<file path="config.mk">
export PLATFORM = sky130hd
export DESIGN_NAME = car_lane_driver_flat
export DESIGN_NICKNAME = d
export VERILOG_FILES = /design/src/rtl/frog_defs_pkg.sv /design/src/rtl/car_lane_driver_if.sv /design/src/rtl/car_lane_driver_step_timer.sv /design/src/rtl/car_lane_driver.sv /design/src/flat_wrapper.sv
export SDC_FILE = /design/constraint.sdc
export NUM_CORES = 1
export LEC_CHECK = 0
export CORE_ASPECT_RATIO = 1.5
export CORE_MARGIN = 2
export CORE_UTILIZATION = 30
export DETAILED_ROUTE_END_ITERATION = 7
export MAX_ROUTING_LAYER = met4
export SLEW_MARGIN = 10
export SYNTH_ARGS = -nofsm -noshare
export SYNTH_HDL_FRONTEND = slang
export SYNTH_SLANG_ARGS = --single-unit
</file>
<file path="constraint.sdc">
create_clock -name i_Clk -period 3.27 [get_ports i_Clk]
set_input_delay 0.654 -clock i_Clk [delete_from_list [all_inputs] [get_ports i_Clk]]
set_output_delay 0.654 -clock i_Clk [all_outputs]
set_load 0.005 [all_outputs]
</file>
<file path="src/rtl/frog_defs_pkg.sv">
// Shared screen geometry and lane FSM encoding for the frog game blocks
// (car lanes, collision checker, sprite renderer).
package frog_defs;

    localparam int SCREEN_W = 640;
    localparam int SCREEN_H = 480;
    localparam int X_W      = 10;
    localparam int Y_W      = 9;

    typedef enum logic [1:0] {
        S_IDLE  = 2'd0,
        S_RUN   = 2'd1,
        S_PAUSE = 2'd2
    } lane_state_t;

endpackage

</file>
<file path="src/rtl/car_lane_driver_if.sv">
// Control pulses into one car lane and the registered car position coming out.
interface car_lane_driver_if;
    import frog_defs::*;

    logic              i_Frame_Tick;
    logic              i_Enable;
    logic              i_Restart;
    logic              i_Speed_Up;
    logic [X_W-1:0]    o_Car_X;
    logic [Y_W-1:0]    o_Car_Y;
    logic              o_Car_Valid;
    logic              o_Wrapped;
    lane_state_t       o_State;

    // o_Car_Valid qualifies o_Car_X/o_Car_Y every cycle: consumers treat the
    // car as absent while it is low. No back-pressure exists; pulses are
    // single-cycle and always accepted on the edge that samples them.
    modport master (
        output i_Frame_Tick, i_Enable, i_Restart, i_Speed_Up,
        input  o_Car_X, o_Car_Y, o_Car_Valid, o_Wrapped, o_State
    );

    modport slave (
        input  i_Frame_Tick, i_Enable, i_Restart, i_Speed_Up,
        output o_Car_X, o_Car_Y, o_Car_Valid, o_Wrapped, o_State
    );

endinterface

</file>
<file path="src/rtl/car_lane_driver_step_timer.sv">
// Counts qualifying frame ticks and strobes o_Step on every PERIOD-th one.
// Also usable for frog hop timing.
module step_timer #(
    parameter int PERIOD = 2
) (
    input  logic i_Clk,
    input  logic i_Reset,
    input  logic i_Enable,
    input  logic i_Clear,
    input  logic i_Tick,
    output logic o_Step
);

    localparam logic [3:0] LAST = 4'(PERIOD - 1);

    logic [3:0] count_q;
    logic       at_last;

    assign at_last = (count_q == LAST);
    assign o_Step  = i_Enable && i_Tick && at_last && !i_Clear;

    always_ff @(posedge i_Clk) begin
        if (i_Reset || i_Clear) begin
            count_q <= 4'd0;
        end else if (i_Enable && i_Tick) begin
            count_q <= at_last ? 4'd0 : count_q + 4'd1;
        end
    end

endmodule

</file>
<file path="src/rtl/car_lane_driver.sv">
// One obstacle car moving along a fixed lane: steps on frame ticks by
// (1 + level) pixels and wraps at the screen edge.
module car_lane_driver
    import frog_defs::*;
#(
    parameter logic [Y_W-1:0] LANE_Y          = 9'd64,
    parameter logic [X_W-1:0] START_X         = 10'd0,
    parameter logic           DIRECTION       = 1'b0,
    parameter int             FRAMES_PER_STEP = 2,
    parameter int             MAX_LEVEL       = 3
) (
    input  logic                i_Clk,
    input  logic                i_Reset,
    car_lane_driver_if.slave    bus
);

    localparam logic [10:0] SCREEN_W11 = 11'(SCREEN_W);
    localparam logic [2:0]  LEVEL_MAX  = 3'(MAX_LEVEL);

    lane_state_t    state_q, state_d;
    logic [2:0]     level_q, level_d;
    logic [X_W-1:0] x_q, x_d;
    logic           wrapped_q, wrapped_d;
    logic           valid_q;

    logic           timer_en;
    logic           step_strobe;
    logic [3:0]     step;
    logic [10:0]    sum_r;
    logic [10:0]    sum_l;

    // Restart owns the cycle, so the timer must not also count that tick.
    assign timer_en = (state_q == S_RUN) && bus.i_Enable && !bus.i_Restart;

    step_timer #(
        .PERIOD (FRAMES_PER_STEP)
    ) u_step_timer (
        .i_Clk    (i_Clk),
        .i_Reset  (i_Reset),
        .i_Enable (timer_en),
        .i_Clear  (bus.i_Restart),
        .i_Tick   (bus.i_Frame_Tick),
        .o_Step   (step_strobe)
    );

    assign step  = {1'b0, level_q} + 4'd1;
    assign sum_r = {1'b0, x_q} + {7'd0, step};
    assign sum_l = {1'b0, x_q} + SCREEN_W11 - {7'd0, step};

    always_comb begin
        state_d   = state_q;
        level_d   = level_q;
        x_d       = x_q;
        wrapped_d = 1'b0;

        case (state_q)
            S_IDLE:  state_d = S_IDLE;
            S_RUN:   if (!bus.i_Enable) state_d = S_PAUSE;
            S_PAUSE: if (bus.i_Enable)  state_d = S_RUN;
            default: state_d = S_IDLE;
        endcase

        if (state_q != S_IDLE && bus.i_Speed_Up && level_q != LEVEL_MAX) begin
            level_d = level_q + 3'd1;
        end

        // The move uses level_q, so a coincident speed-up only affects later steps.
        if (step_strobe) begin
            if (!DIRECTION) begin
                if (sum_r >= SCREEN_W11) begin
                    x_d       = 10'(sum_r - SCREEN_W11);
                    wrapped_d = 1'b1;
                end else begin
                    x_d = sum_r[X_W-1:0];
                end
            end else begin
                if (x_q < {6'd0, step}) begin
                    x_d       = sum_l[X_W-1:0];
                    wrapped_d = 1'b1;
                end else begin
                    x_d = x_q - {6'd0, step};
                end
            end
        end

        if (bus.i_Restart) begin
            state_d   = S_RUN;
            level_d   = 3'd0;
            x_d       = START_X;
            wrapped_d = 1'b0;
        end
    end

    always_ff @(posedge i_Clk) begin
        if (i_Reset) begin
            state_q   <= S_IDLE;
            level_q   <= 3'd0;
            x_q       <= START_X;
            wrapped_q <= 1'b0;
            valid_q   <= 1'b0;
        end else begin
            state_q   <= state_d;
            level_q   <= level_d;
            x_q       <= x_d;
            wrapped_q <= wrapped_d;
            valid_q   <= (state_d != S_IDLE);
        end
    end

    assign bus.o_Car_X     = x_q;
    assign bus.o_Car_Y     = LANE_Y;
    assign bus.o_Car_Valid = valid_q;
    assign bus.o_Wrapped   = wrapped_q;
    assign bus.o_State     = state_q;

endmodule

</file>
<file path="src/flat_wrapper.sv">
// flat-port wrapper written by rule: the top's interface ports become plain ports
module car_lane_driver_flat import frog_defs::*;
#(
    parameter logic [Y_W-1:0] LANE_Y          = 9'd64,
    parameter logic [X_W-1:0] START_X         = 10'd0,
    parameter logic           DIRECTION       = 1'b0,
    parameter int             FRAMES_PER_STEP = 2,
    parameter int             MAX_LEVEL       = 3
)
  (i_Clk, i_Reset, bus_i_Frame_Tick, bus_i_Enable, bus_i_Restart, bus_i_Speed_Up, bus_o_Car_X, bus_o_Car_Y, bus_o_Car_Valid, bus_o_Wrapped, bus_o_State);
  car_lane_driver_if bus_i ();
  input  logic i_Clk;
  input  logic i_Reset;
  input wire logic [$bits(bus_i.i_Frame_Tick)-1:0] bus_i_Frame_Tick;
  input wire logic [$bits(bus_i.i_Enable)-1:0] bus_i_Enable;
  input wire logic [$bits(bus_i.i_Restart)-1:0] bus_i_Restart;
  input wire logic [$bits(bus_i.i_Speed_Up)-1:0] bus_i_Speed_Up;
  output wire logic [$bits(bus_i.o_Car_X)-1:0] bus_o_Car_X;
  output wire logic [$bits(bus_i.o_Car_Y)-1:0] bus_o_Car_Y;
  output wire logic [$bits(bus_i.o_Car_Valid)-1:0] bus_o_Car_Valid;
  output wire logic [$bits(bus_i.o_Wrapped)-1:0] bus_o_Wrapped;
  output wire logic [$bits(bus_i.o_State)-1:0] bus_o_State;
  assign bus_i.i_Frame_Tick = bus_i_Frame_Tick;
  assign bus_i.i_Enable = bus_i_Enable;
  assign bus_i.i_Restart = bus_i_Restart;
  assign bus_i.i_Speed_Up = bus_i_Speed_Up;
  assign bus_o_Car_X = bus_i.o_Car_X;
  assign bus_o_Car_Y = bus_i.o_Car_Y;
  assign bus_o_Car_Valid = bus_i.o_Car_Valid;
  assign bus_o_Wrapped = bus_i.o_Wrapped;
  assign bus_o_State = bus_i.o_State;
  car_lane_driver #(.LANE_Y(LANE_Y), .START_X(START_X), .DIRECTION(DIRECTION), .FRAMES_PER_STEP(FRAMES_PER_STEP), .MAX_LEVEL(MAX_LEVEL)) u_core (.i_Clk(i_Clk), .i_Reset(i_Reset), .bus(bus_i));
endmodule
</file>
==> flow_summary.json <==
{
  "nNetsFinal": 211,
  "postCtsHoldBufs": 0,
  "chipWidth_um": 62.0,
  "core_area_um2": 4850,
  "fin_worst_skew_ns": 0.000784,
  "yosys_warnings": 0,
  "initial_utilization_pct": 31.2,
  "core.rowCount": 31,
  "cts_resized": 0,
  "final-hold-violation-count": 0,
  "syn_inst": 179,
  "rr_startpoint": "u_core.bus.o_Car_X[0]",
  "holdCritPathClass": "reg2reg",
  "cts_max_path_buffers": 2,
  "ys_seq_elements": 21,
  "async_flop_share_pct": 0,
  "synth.distinct_cells": 52,
  "synth_compound_area_share_pct": 16.1,
  "fmax_ghz": 0.340,
  "synth_ff_type": "dfxtp_1",
  "path_class": "reg2reg",
  "viasPerCell": 4.78,
  "tns_ns": 0,
  "dieHeight_um": 90.9,
  "drv_cap": 0,
  "worstPathArrival_ns": 3.15,
  "synthXorXnorAreaFrac_pct": 6.95,
  "p_total_w": 0.000468,
  "setup_viol": 0,
  "multi_input_area_um2": 963,
  "min-delay-start": "u_core.u_step_timer.count_q[0]",
  "slew_violations": 0,
  "wirelength_um": 3300,
  "dp.final_hpwl_um": 2510,
  "grtUsageTotal_pct": 12.8,
  "first_iter_violations": 17,
  "holdPathStages": 2,
  "drive_above_1_share_pct": 11.9,
  "wl_per_cell_um": 12.7,
  "path_clk_slew_ns": 0.08,
  "p_leak_nw": 0.640,
  "synth_mux_area_share_pct": 3.39,
  "n_fill_cell": 532,
  "relSlewSlack_pct": 60.3,
  "rr_worst_depth": 14,
  "drc_errors": 0,
  "cts.htree.levels": 1,
  "syn_area_per_cell_um2": 8.44,
  "yosysSeqAreaShare_pct": 27.8,
  "ios": 29,
  "min_to": "u_core.u_step_timer.count_q[0]",
  "post_cts_buffers": 0,
  "crit_required_ns": 3.47,
  "clock-sinks": 21,
  "antenna_found_initial": 0,
  "peakVddDrop_mv": 0.161,
  "pre_cts_ws_ns": 0.365,
  "fin_crit_ns": 2.95,
  "status": "complete, no violations",
  "cp-start-kind": "flop",
  "gp_congestion": 0.863,
  "diodes": 0,
  "synth-edff-count": 0,
  "final_antenna_net_count": 0,
  "r2r_setup_slack_ns": 0.32,
  "via_count": 1242,
  "cp_max_fo": 7,
  "portBuffers": 19,
  "gr-total-overflow": 0,
  "cts_buffers": 3,
  "cts_root_buf": "clkbuf_8",
  "crit_path_end_kind": "flop",
  "powerDensity_nw_per_um2": 269,
  "insertion_delay_ns": 0.26,
  "regArea_um2": 420,
  "area_growth_pct": 15.1,
  "dieArea_um2": 5630,
  "synth_top_family_by_area": "simple AND/OR/NAND/NOR gates",
  "synthAdderAreaFrac_pct": 8.77,
  "reg2reg_to": "u_core.bus.o_Car_X[7]",
  "grt_pass1_vias": 1177,
  "first_pass_iters": 4,
  "cts_tree": "done",
  "synth_area_um2": 1510,
  "grt_pass1_wl_um": 5350,
  "worst_slew_pin_slew_ns": 0.594,
  "rsz0062_at_grt": "no",
  "fin_ws_ns": 0.325,
  "period_share_pct": 90.1,
  "synthSimpleGateAreaFrac_pct": 26.2,
  "grt_max_degree": 18
}
cells in the mapped netlist (3+ instances only):
cell type | n | share of area (%)
a211oi_1 | 3 | 1.5
a21oi_1 | 13 | 4.3
and3_1 | 3 | 1.2
buf_4 | 12 | 6.0
dfxtp_1 | 21 | 28
ha_1 | 9 | 7.5
inv_1 | 8 | 2.0
mux2i_1 | 4 | 2.6
nand2_1 | 12 | 3.0
nand3_1 | 7 | 2.3
nor2_1 | 25 | 6.2
or2_2 | 3 | 1.2
xnor2_1 | 4 | 2.3
xor2_1 | 8 | 4.6
state kept, by name, indices dropped and copies added, names as in the netlist:
register	cells
u_core.bus.o_Wrapped	1
u_core.bus.o_State	2
u_core.level_q	3
u_core.bus.o_Car_Valid	1
u_core.u_step_timer.count_q	4
u_core.bus.o_Car_X	10
worst max-delay path, cell delays in order (launching register included):
cell,delay [ns]
dfxtp_1,0.34
inv_1,0.06
ha_1,0.17
inv_1,0.06
fa_1,0.45
a21oi_1,0.28
nor2_1,0.10
nand2_1,0.10
xor2_1,0.20
ha_1,0.33
nand2_1,0.08
o211ai_1,0.09
a21oi_1,0.11
or3b_1,0.40
a21oi_2,0.13
metal layers:
layer / vias up / share of wire, % / wire, um / track usage, %
met2: 21 / 51 / 1690 / 21.0
li1: 628 / - / - / -
met5: - / 0 / 0 / -
met4: 0 / 3.4 / 112 / 7.09
met3: 9 / 2.3 / 76 / 1.28
met1: 584 / 43 / 1420 / 14.3
power breakdown:
part	leakage, nW	internal [W]	switching, W
Sequential	0.170	0.000258	0.00000194
Clock	0.0255	0.0000851	0.0000920
Combinational	0.445	0.0000145	0.0000163
Total	0.640	0.000357	0.000110
layout make-up:
cell class	instances	area share, %
timing repair buffer	20	11.4
multi-input combinational	141	55.4
tap	66	4.74
clock buffer	3	2.37
clock inverter	1	0.288
inverter	8	1.73
sequential	21	24.2
per-stage QoR:
step / utilization (%) / cell area, um2 / hold slack, ns / cells
3_3_place_gp: 34.9 / 1690 / 0.503 / 256
4_1_cts: 35.9 / 1740 / 0.534 / 260
6_report: 35.9 / 1740 / 0.530 / 260
3_5_place_dp: 34.9 / 1690 / 0.515 / 256
2_1_floorplan: - / 1540 / 0.485 / 186
5_1_grt: 35.9 / 1740 / 0.560 / 260
kinds of logic (layout without fill, tap and decap cells):
family	after synthesis	in the layout
AO/OA/AOI/OAI	34	34
XOR/XNOR	12	12
adder cells (fa/ha/maj)	10	10
buffers and inverters	24	32
flip-flops	21	21
multiplexers	5	5
other	2	9
AND/OR/NAND/NOR	71	71
cells in the final DEF (no fill, tap or decap), drive strengths merged, types with 2 or more instances in the layout:
| cell type | Yosys | layout |
|---|---|---|
| nor2 | 25 | 25 |
| xor2 | 8 | 8 |
| o211ai | 4 | 4 |
| ha | 9 | 9 |
| xnor2 | 4 | 4 |
| nor3b | 2 | 2 |
| nor2b | 2 | 2 |
| mux2i | 4 | 4 |
| nand4 | 3 | 3 |
| nand3 | 7 | 7 |
| a21oi | 14 | 14 |
| nor3 | 2 | 2 |
| o22ai | 2 | 2 |
| o21ai | 2 | 2 |
| a211oi | 4 | 4 |
| nand2b | 2 | 2 |
| or3 | 2 | 2 |
| or3b | 2 | 2 |
| and3 | 3 | 3 |
| clkdlybuf4s50 | 0 | 19 |
| dfxtp | 21 | 21 |
| or2 | 4 | 4 |
| conb | 2 | 9 |
| clkbuf | 2 | 3 |
| nand2 | 12 | 12 |
| inv | 8 | 8 |
worst max-delay path by stage:
stage	from	to	slack, ns	cells past startpoint
floorplan	u_core.bus.o_Car_X[0]	u_core.bus.o_Car_X[7]	0.66	14
global placement	u_core.bus.o_Car_X[0]	u_core.bus.o_Car_X[7]	0.34	14
detailed placement	u_core.level_q[0]	u_core.bus.o_Car_X[7]	0.37	14
CTS	u_core.bus.o_Car_X[0]	u_core.bus.o_Car_X[7]	0.33	14
global route	u_core.level_q[0]	u_core.bus.o_Car_X[7]	0.05	14
finish	u_core.bus.o_Car_X[0]	u_core.bus.o_Car_X[7]	0.32	14
Note: power is estimated with default switching activity, not from simulation.
